--- src/rtl/apb_register_bank_pkg.sv ---
// Shared types for the APB register bank: FSM states, register kinds
// and the per-register kind decode used at elaboration time.
package apb_bank_pkg;

    localparam int MaxRegs = 64;
    localparam int CntWidth = 4;

    typedef enum logic {
        IDLE,
        ACCESS
    } state_t;

    typedef enum logic [1:0] {
        KIND_RW,
        KIND_RO,
        KIND_W1C
    } reg_kind_t;

    // Read-only wins over write-1-to-clear when both mask bits are set.
    function automatic reg_kind_t kind_of(
        input int i,
        input logic [MaxRegs-1:0] ro_mask,
        input logic [MaxRegs-1:0] w1c_mask
    );
        if (ro_mask[i]) return KIND_RO;
        if (w1c_mask[i]) return KIND_W1C;
        return KIND_RW;
    endfunction

endpackage

--- src/rtl/apb_register_bank_if.sv ---
// APB bus bundle between a master (or mux) and the register bank.
interface apb_register_bank_if #(
    parameter int AddrWidth = 16,
    parameter int DataWidth = 32
);
    logic [AddrWidth-1:0] PADDR;
    logic                 PSEL;
    logic                 PENABLE;
    logic                 PWRITE;
    logic [DataWidth-1:0] PWDATA;
    logic [DataWidth-1:0] PRDATA;
    logic                 PREADY;
    logic                 PSLVERROR;

    modport master(
        output PADDR, PSEL, PENABLE, PWRITE, PWDATA,
        input  PRDATA, PREADY, PSLVERROR
    );

    modport slave(
        input  PADDR, PSEL, PENABLE, PWRITE, PWDATA,
        output PRDATA, PREADY, PSLVERROR
    );
endinterface

--- src/rtl/apb_register_bank_cell.sv ---
// One bank register: RW control, RO live input or W1C sticky flags,
// plus a one-cycle strobe after every accepted write.
module apb_bank_cell
    import apb_bank_pkg::*;
#(
    parameter int                   DataWidth  = 32,
    parameter reg_kind_t            Kind       = KIND_RW,
    parameter logic [DataWidth-1:0] ResetValue = '0
) (
    input  logic                 clk,
    input  logic                 rst,
    input  logic                 wr_en,
    input  logic [DataWidth-1:0] wdata,
    input  logic [DataWidth-1:0] ro,
    input  logic [DataWidth-1:0] set,
    output logic [DataWidth-1:0] value,
    output logic                 wr_pulse
);
    logic [DataWidth-1:0] q;

    always_ff @(posedge clk or posedge rst) begin
        if (rst) begin
            q        <= (Kind == KIND_W1C) ? '0 : ResetValue;
            wr_pulse <= 1'b0;
        end else begin
            wr_pulse <= wr_en && (Kind != KIND_RO);
            unique case (Kind)
                KIND_RW:  if (wr_en) q <= wdata;
                // Set is OR-ed last so a coincident set beats the clear.
                KIND_W1C: q <= (wr_en ? (q & ~wdata) : q) | set;
                default:  q <= q;
            endcase
        end
    end

    assign value = (Kind == KIND_RO) ? ro : q;
endmodule

--- src/rtl/apb_register_bank.sv ---
// APB slave with NumRegs RW/RO/W1C registers, programmable wait
// states and an error response on writes to read-only registers.
module apb_register_bank
    import apb_bank_pkg::*;
#(
    parameter int                   NumRegs     = 8,
    parameter int                   BaseAddress = 0,
    parameter int                   DataWidth   = 32,
    parameter int                   AddrWidth   = 16,
    parameter int                   WaitStates  = 0,
    parameter logic [NumRegs-1:0]   RoMask      = '0,
    parameter logic [NumRegs-1:0]   W1cMask     = '0,
    parameter logic [DataWidth-1:0] ResetValue  = '0
) (
    input  logic                         PCLK,
    input  logic                         PRESET,
    apb_register_bank_if.slave           bus,
    output logic [NumRegs*DataWidth-1:0] reg_value,
    input  logic [NumRegs*DataWidth-1:0] ro_value,
    input  logic [NumRegs*DataWidth-1:0] status_set,
    output logic [NumRegs-1:0]           wr_pulse
);
    localparam int IdxW = (NumRegs > 1) ? $clog2(NumRegs) : 1;
    localparam logic [AddrWidth:0] Lo = (AddrWidth + 1)'(BaseAddress);
    localparam logic [AddrWidth:0] Span = (AddrWidth + 1)'(NumRegs);

    state_t                state;
    logic [CntWidth-1:0]   cnt;
    logic [IdxW-1:0]       idx_q;
    logic                  wr_q;
    logic [DataWidth-1:0]  rd_reg;

    logic [AddrWidth:0]    addr_ext;
    logic [AddrWidth:0]    offset;
    logic [IdxW-1:0]       idx;
    logic                  sel;
    logic                  done;

    // Extra top bit keeps the range compare free of wrap-around.
    assign addr_ext = {1'b0, bus.PADDR};
    assign offset   = addr_ext - Lo;
    assign idx      = offset[IdxW-1:0];
    assign sel      = bus.PSEL && (addr_ext >= Lo) && (offset < Span);

    assign done = (state == ACCESS) && (cnt == '0)
                  && bus.PSEL && bus.PENABLE;

    always_ff @(posedge PCLK or posedge PRESET) begin
        if (PRESET) begin
            state  <= IDLE;
            cnt    <= '0;
            idx_q  <= '0;
            wr_q   <= 1'b0;
            rd_reg <= '0;
        end else begin
            unique case (state)
                IDLE: begin
                    if (sel && !bus.PENABLE) begin
                        state  <= ACCESS;
                        cnt    <= CntWidth'(WaitStates);
                        idx_q  <= idx;
                        wr_q   <= bus.PWRITE;
                        rd_reg <= reg_value[idx*DataWidth +: DataWidth];
                    end
                end
                ACCESS: begin
                    if (!(bus.PSEL && bus.PENABLE)) state <= IDLE;
                    else if (cnt != '0) cnt <= cnt - 1'b1;
                    else state <= IDLE;
                end
                default: state <= IDLE;
            endcase
        end
    end

    assign bus.PREADY    = done;
    assign bus.PRDATA    = (done && !wr_q) ? rd_reg : '0;
    assign bus.PSLVERROR = done && wr_q && RoMask[idx_q];

    for (genvar i = 0; i < NumRegs; i++) begin : g_cell
        localparam reg_kind_t Kind =
            kind_of(i, MaxRegs'(RoMask), MaxRegs'(W1cMask));

        apb_bank_cell #(
            .DataWidth (DataWidth),
            .Kind      (Kind),
            .ResetValue(ResetValue)
        ) u_cell (
            .clk     (PCLK),
            .rst     (PRESET),
            .wr_en   (done && wr_q && (idx_q == IdxW'(i))),
            .wdata   (bus.PWDATA),
            .ro      (ro_value[i*DataWidth +: DataWidth]),
            .set     (status_set[i*DataWidth +: DataWidth]),
            .value   (reg_value[i*DataWidth +: DataWidth]),
            .wr_pulse(wr_pulse[i])
        );
    end
endmodule

--- src/flat_wrapper.sv ---
// flat-port wrapper written by rule: the top's interface ports become plain ports
module apb_register_bank_flat import apb_bank_pkg::*;
#(
    parameter int                   NumRegs     = 8,
    parameter int                   BaseAddress = 0,
    parameter int                   DataWidth   = 32,
    parameter int                   AddrWidth   = 16,
    parameter int                   WaitStates  = 0,
    parameter logic [NumRegs-1:0]   RoMask      = '0,
    parameter logic [NumRegs-1:0]   W1cMask     = '0,
    parameter logic [DataWidth-1:0] ResetValue  = '0
)
  (PCLK, PRESET, reg_value, ro_value, status_set, wr_pulse, bus_PADDR, bus_PSEL, bus_PENABLE, bus_PWRITE, bus_PWDATA, bus_PRDATA, bus_PREADY, bus_PSLVERROR);
  apb_register_bank_if #(.AddrWidth(AddrWidth), .DataWidth(DataWidth)) bus_i ();
  input  logic PCLK;
  input  logic PRESET;
  output logic [NumRegs*DataWidth-1:0] reg_value;
  input  logic [NumRegs*DataWidth-1:0] ro_value;
  input  logic [NumRegs*DataWidth-1:0] status_set;
  output logic [NumRegs-1:0] wr_pulse;
  input wire logic [$bits(bus_i.PADDR)-1:0] bus_PADDR;
  input wire logic [$bits(bus_i.PSEL)-1:0] bus_PSEL;
  input wire logic [$bits(bus_i.PENABLE)-1:0] bus_PENABLE;
  input wire logic [$bits(bus_i.PWRITE)-1:0] bus_PWRITE;
  input wire logic [$bits(bus_i.PWDATA)-1:0] bus_PWDATA;
  output wire logic [$bits(bus_i.PRDATA)-1:0] bus_PRDATA;
  output wire logic [$bits(bus_i.PREADY)-1:0] bus_PREADY;
  output wire logic [$bits(bus_i.PSLVERROR)-1:0] bus_PSLVERROR;
  assign bus_i.PADDR = bus_PADDR;
  assign bus_i.PSEL = bus_PSEL;
  assign bus_i.PENABLE = bus_PENABLE;
  assign bus_i.PWRITE = bus_PWRITE;
  assign bus_i.PWDATA = bus_PWDATA;
  assign bus_PRDATA = bus_i.PRDATA;
  assign bus_PREADY = bus_i.PREADY;
  assign bus_PSLVERROR = bus_i.PSLVERROR;
  apb_register_bank #(.NumRegs(NumRegs), .BaseAddress(BaseAddress), .DataWidth(DataWidth), .AddrWidth(AddrWidth), .WaitStates(WaitStates), .RoMask(RoMask), .W1cMask(W1cMask), .ResetValue(ResetValue)) u_core (.PCLK(PCLK), .PRESET(PRESET), .bus(bus_i), .reg_value(reg_value), .ro_value(ro_value), .status_set(status_set), .wr_pulse(wr_pulse));
endmodule
--- config.mk ---
export PLATFORM = sky130hd
export DESIGN_NAME = apb_register_bank_flat
export DESIGN_NICKNAME = d
export VERILOG_FILES = /design/src/rtl/apb_register_bank_pkg.sv /design/src/rtl/apb_register_bank_if.sv /design/src/rtl/apb_register_bank_cell.sv /design/src/rtl/apb_register_bank.sv /design/src/flat_wrapper.sv
export SDC_FILE = /design/constraint.sdc
export NUM_CORES = 1
export LEC_CHECK = 0
export ABC_AREA = 1
export BUFFER_PORTS_ARGS = -buffer_cell sky130_fd_sc_hd__buf_4
export CAP_MARGIN = 20
export CORE_AREA = 2 2 339 341
export CTS_CLUSTER_SIZE = 12
export DETAILED_ROUTE_END_ITERATION = 6
export DIE_AREA = 0 0 341 343
export GPL_ROUTABILITY_DRIVEN = 0
export SYNTH_ARGS = -nofsm -noshare
export SYNTH_HDL_FRONTEND = slang
export SYNTH_HIERARCHICAL = 1
export SYNTH_SLANG_ARGS = --single-unit
--- constraint.sdc ---
create_clock -name PCLK -period 3.1 [get_ports PCLK]
set_input_delay 0.155 -clock PCLK [delete_from_list [all_inputs] [get_ports PCLK]]
set_output_delay 0.155 -clock PCLK [all_outputs]
set_load 0.03 [all_outputs]
==> metrics.txt <==
synthesized area per cell 7.37 um^2; area share of the largest cell type after synthesis 47.8%; Hold Path Class primary input to flip-flop; Final Hold Viols 0; DIE AREA 117000 um^2; Die X 341 um; fraction of the mapped netlist area in adder cells 0.0783%; max_slew headroom 30.7%; Critical R2R Capture u_core/g_cell[3].u_cell/value[12]$_DFFE_PP0P_; post-synthesis register bit count 305; fin crit share 92.6%; clk buf depth 3; Multi-input gate area 5990 um^2; post-layout minimum cycle time 2.87 ns; Post-Synthesis Cell Area 16000 um^2; sequential standard cell area 7630 um^2; # clock sinks 305; row count 124; clock skew 0.0293 ns; crit path from u_core/cnt[0]$_DFFE_PP0P_; final slew viol count 0; Initial DRC Count 1336; distinct cell type count of the synthesized netlist 27; CP endpoint bus_PRDATA[16]; dominant cells by area after synthesis dfrtp_1 48%, nand2_1 24%, inv_1 7.5%, nand3_1 7.0%, nand2_2 3.3%; RSZ-0062 raised after global routing no; initial antenna violation count 10; WP data arrival 2.72 ns; initial core utilization 14.1%; syn_nets 2734; GRT overflow 0; post-route ant nets 0; VDD IR max 311 uV; highest-count cells in the layout ignoring fill and taps 1030 x nand2_1, 382 x buf_4, 306 x inv_1, 305 x dfrtp_1, 224 x nand3_1; Core Box Area 113000 um^2; I/O Buffers 349; mux cell area share after synthesis 0%; TritonCTS clock tree yes; GRT Util Overall 13.5%; clk slew on worst S/H paths 0.06 ns; Least-Margin Pin Slew 1.04 ns; fmax 348 MHz; Num CTS Buffers 42; vias per cell 3.75; vias in the first global route 14.4k; Synth warnings 6; Post-Synthesis Cells 2168; Place WS 0.262 ns; Post-CTS Setup Bufs 0; Critical Path RT 2.94 ns; WL/cell 19.9 um; FF-to-FF Start u_core/cnt[0]$_DFFE_PP0P_; drt drc 0; crit path max fanout 22; xor/xnor share of the synthesized area 0.0548%; final worst slack 0.230 ns; fill cell count 12.7k; I/O pin total 863; Worst Setup Path Type flip-flop to output pin; first-pass GRT wire length 111 mm; sequential-to-total area share from yosys stat 47.8%; latest clock arrival within the worst-skew pair 0.61 ns; Chip Height 343 um; Startpoint Class flip-flop; total number of vias 15.3k; largest net degree at the start of global routing 84; max cap viols 0; largest family of logic cells by synthesized area simple AND/OR/NAND/NOR gates; drt pass-1 iters 6; complex-gate fraction of the synthesized area 0.102%; Setup TNS 0 ns; Total Wirelength 81.2 mm; PD cells 454 nW/um^2; # nets final 3094; root buffer cell clkbuf_16; crit end category output pin; most common cell after layout, fill and taps aside nand2_1; status finished clean; Reg2Reg Setup Slack 0.36 ns; H-Tree Depth 2; Pleak 11.5 nW; Detail Placement HPWL 54.5 mm; share of cells above drive strength 1 23.2%; number of flip-flops under the largest register name 256; Synth Area in Simple Gates 37.0%; synthesis-to-layout area growth 36.4%; final setup vio count 0; reg2reg path depth 10; dominant cell type by area after synthesis dfrtp_1
-- worst min path at each step --
stage,slack (ns),start,depth (start not counted),endpoint
5_1_grt,0.13,bus_PADDR[8],6,u_core/idx_q[0]$_DFFE_PP0P_
2_1_floorplan,0.27,bus_PWDATA[13],2,u_core/g_cell[0].u_cell/value[13]$_DFFE_PP0P_
6_report,0.1,bus_PADDR[8],6,u_core/idx_q[1]$_DFFE_PP0P_
3_5_place_dp,0.27,PRESET,2,u_core/g_cell[5].u_cell/value[3]$_DFFE_PP0P_
4_1_cts,0.08,bus_PADDR[8],6,u_core/idx_q[1]$_DFFE_PP0P_
3_3_place_gp,0.27,PRESET,2,u_core/g_cell[5].u_cell/value[3]$_DFFE_PP0P_
-- where the power goes --
group | internal (mW) | switching (mW) | total (mW) | leakage (nW)
registers | 3.98 | 0.000334 | 3.98 | 4.26
logic | 0.181 | 0.481 | 0.662 | 6.50
clock network | 3.12 | 2.14 | 5.26 | 0.717
-- cells in the mapped netlist --
cell	count
buf_12	8
clkbuf_1	5
xnor2_1	1
dfrtp_1	305
nand2_2	83
inv_1	318
nand3_1	224
ha_1	1
nand2_1	1031
nand4_1	2
buf_2	43
clkbuf_8	24
inv_8	8
a31oi_1	1
buf_1	3
buf_6	31
nand3b_1	1
nor3_1	9
nand3_2	11
nor2_8	1
o21ai_0	2
inv_2	1
buf_4	1
nor2_1	50
nor2_2	2
buf_8	1
conb_1	1
-- critical path: stages (launching register included) --
cell and delay, ns:
dfrtp_1 0.39, inv_1 0.11, ha_1 0.22, nand3_1 0.16, nor2_2 0.18, nand2_2 0.24, buf_12 0.27, nor2_1 0.27
buf_4 0.22
-- area by class of cell --
class                   instances  area share [%]
diodes                          3          0.0345
clock buffers                  57            5.59
clock inverters                20            1.16
inverters                     327            5.94
multi-input cells            1420            27.5
flip-flops and latches        305            35.0
well taps                    1512            8.68
repair buffers                432            16.1
-- cell families (layout without fill, tap and decap cells) --
family,Yosys count,count (layout)
xor+xnor,1,1
buf+inv,443,836
simple gates,1414,1414
other cells,1,4
fa+ha+maj,1,1
flops,305,305
compound gates,3,3
-- repair_timing --
action / in CTS / in global routing
gates resized for setup: 0 / 1
hold buffers: 37 / 0
setup endpoints to repair: 0 / 35
hold endpoints to repair: 449 / 0
-- through the flow --
stage	util (%)	hold WS, ns	cells	area (um^2)	power (mW)
floorplan	-	0.267	2168	16000	4.34
global placement	17.5	0.267	3957	19900	4.68
detailed placement	17.5	0.271	3957	19900	4.69
CTS	19.2	0.0822	4071	21700	10.1
global route	19.2	0.126	4073	21800	10.3
finish	19.2	0.0962	4076	21800	9.90
-- per-layer routing --
metal	track usage (%)	routed length [um]	vias to the layer above
li1	-	-	7155
met1	19.1	36600	7313
met3	2.39	6270	133
met2	20.8	36100	703
met4	4.23	2200	0
met5	0	0	-
Power figures use the tool's default switching activity.
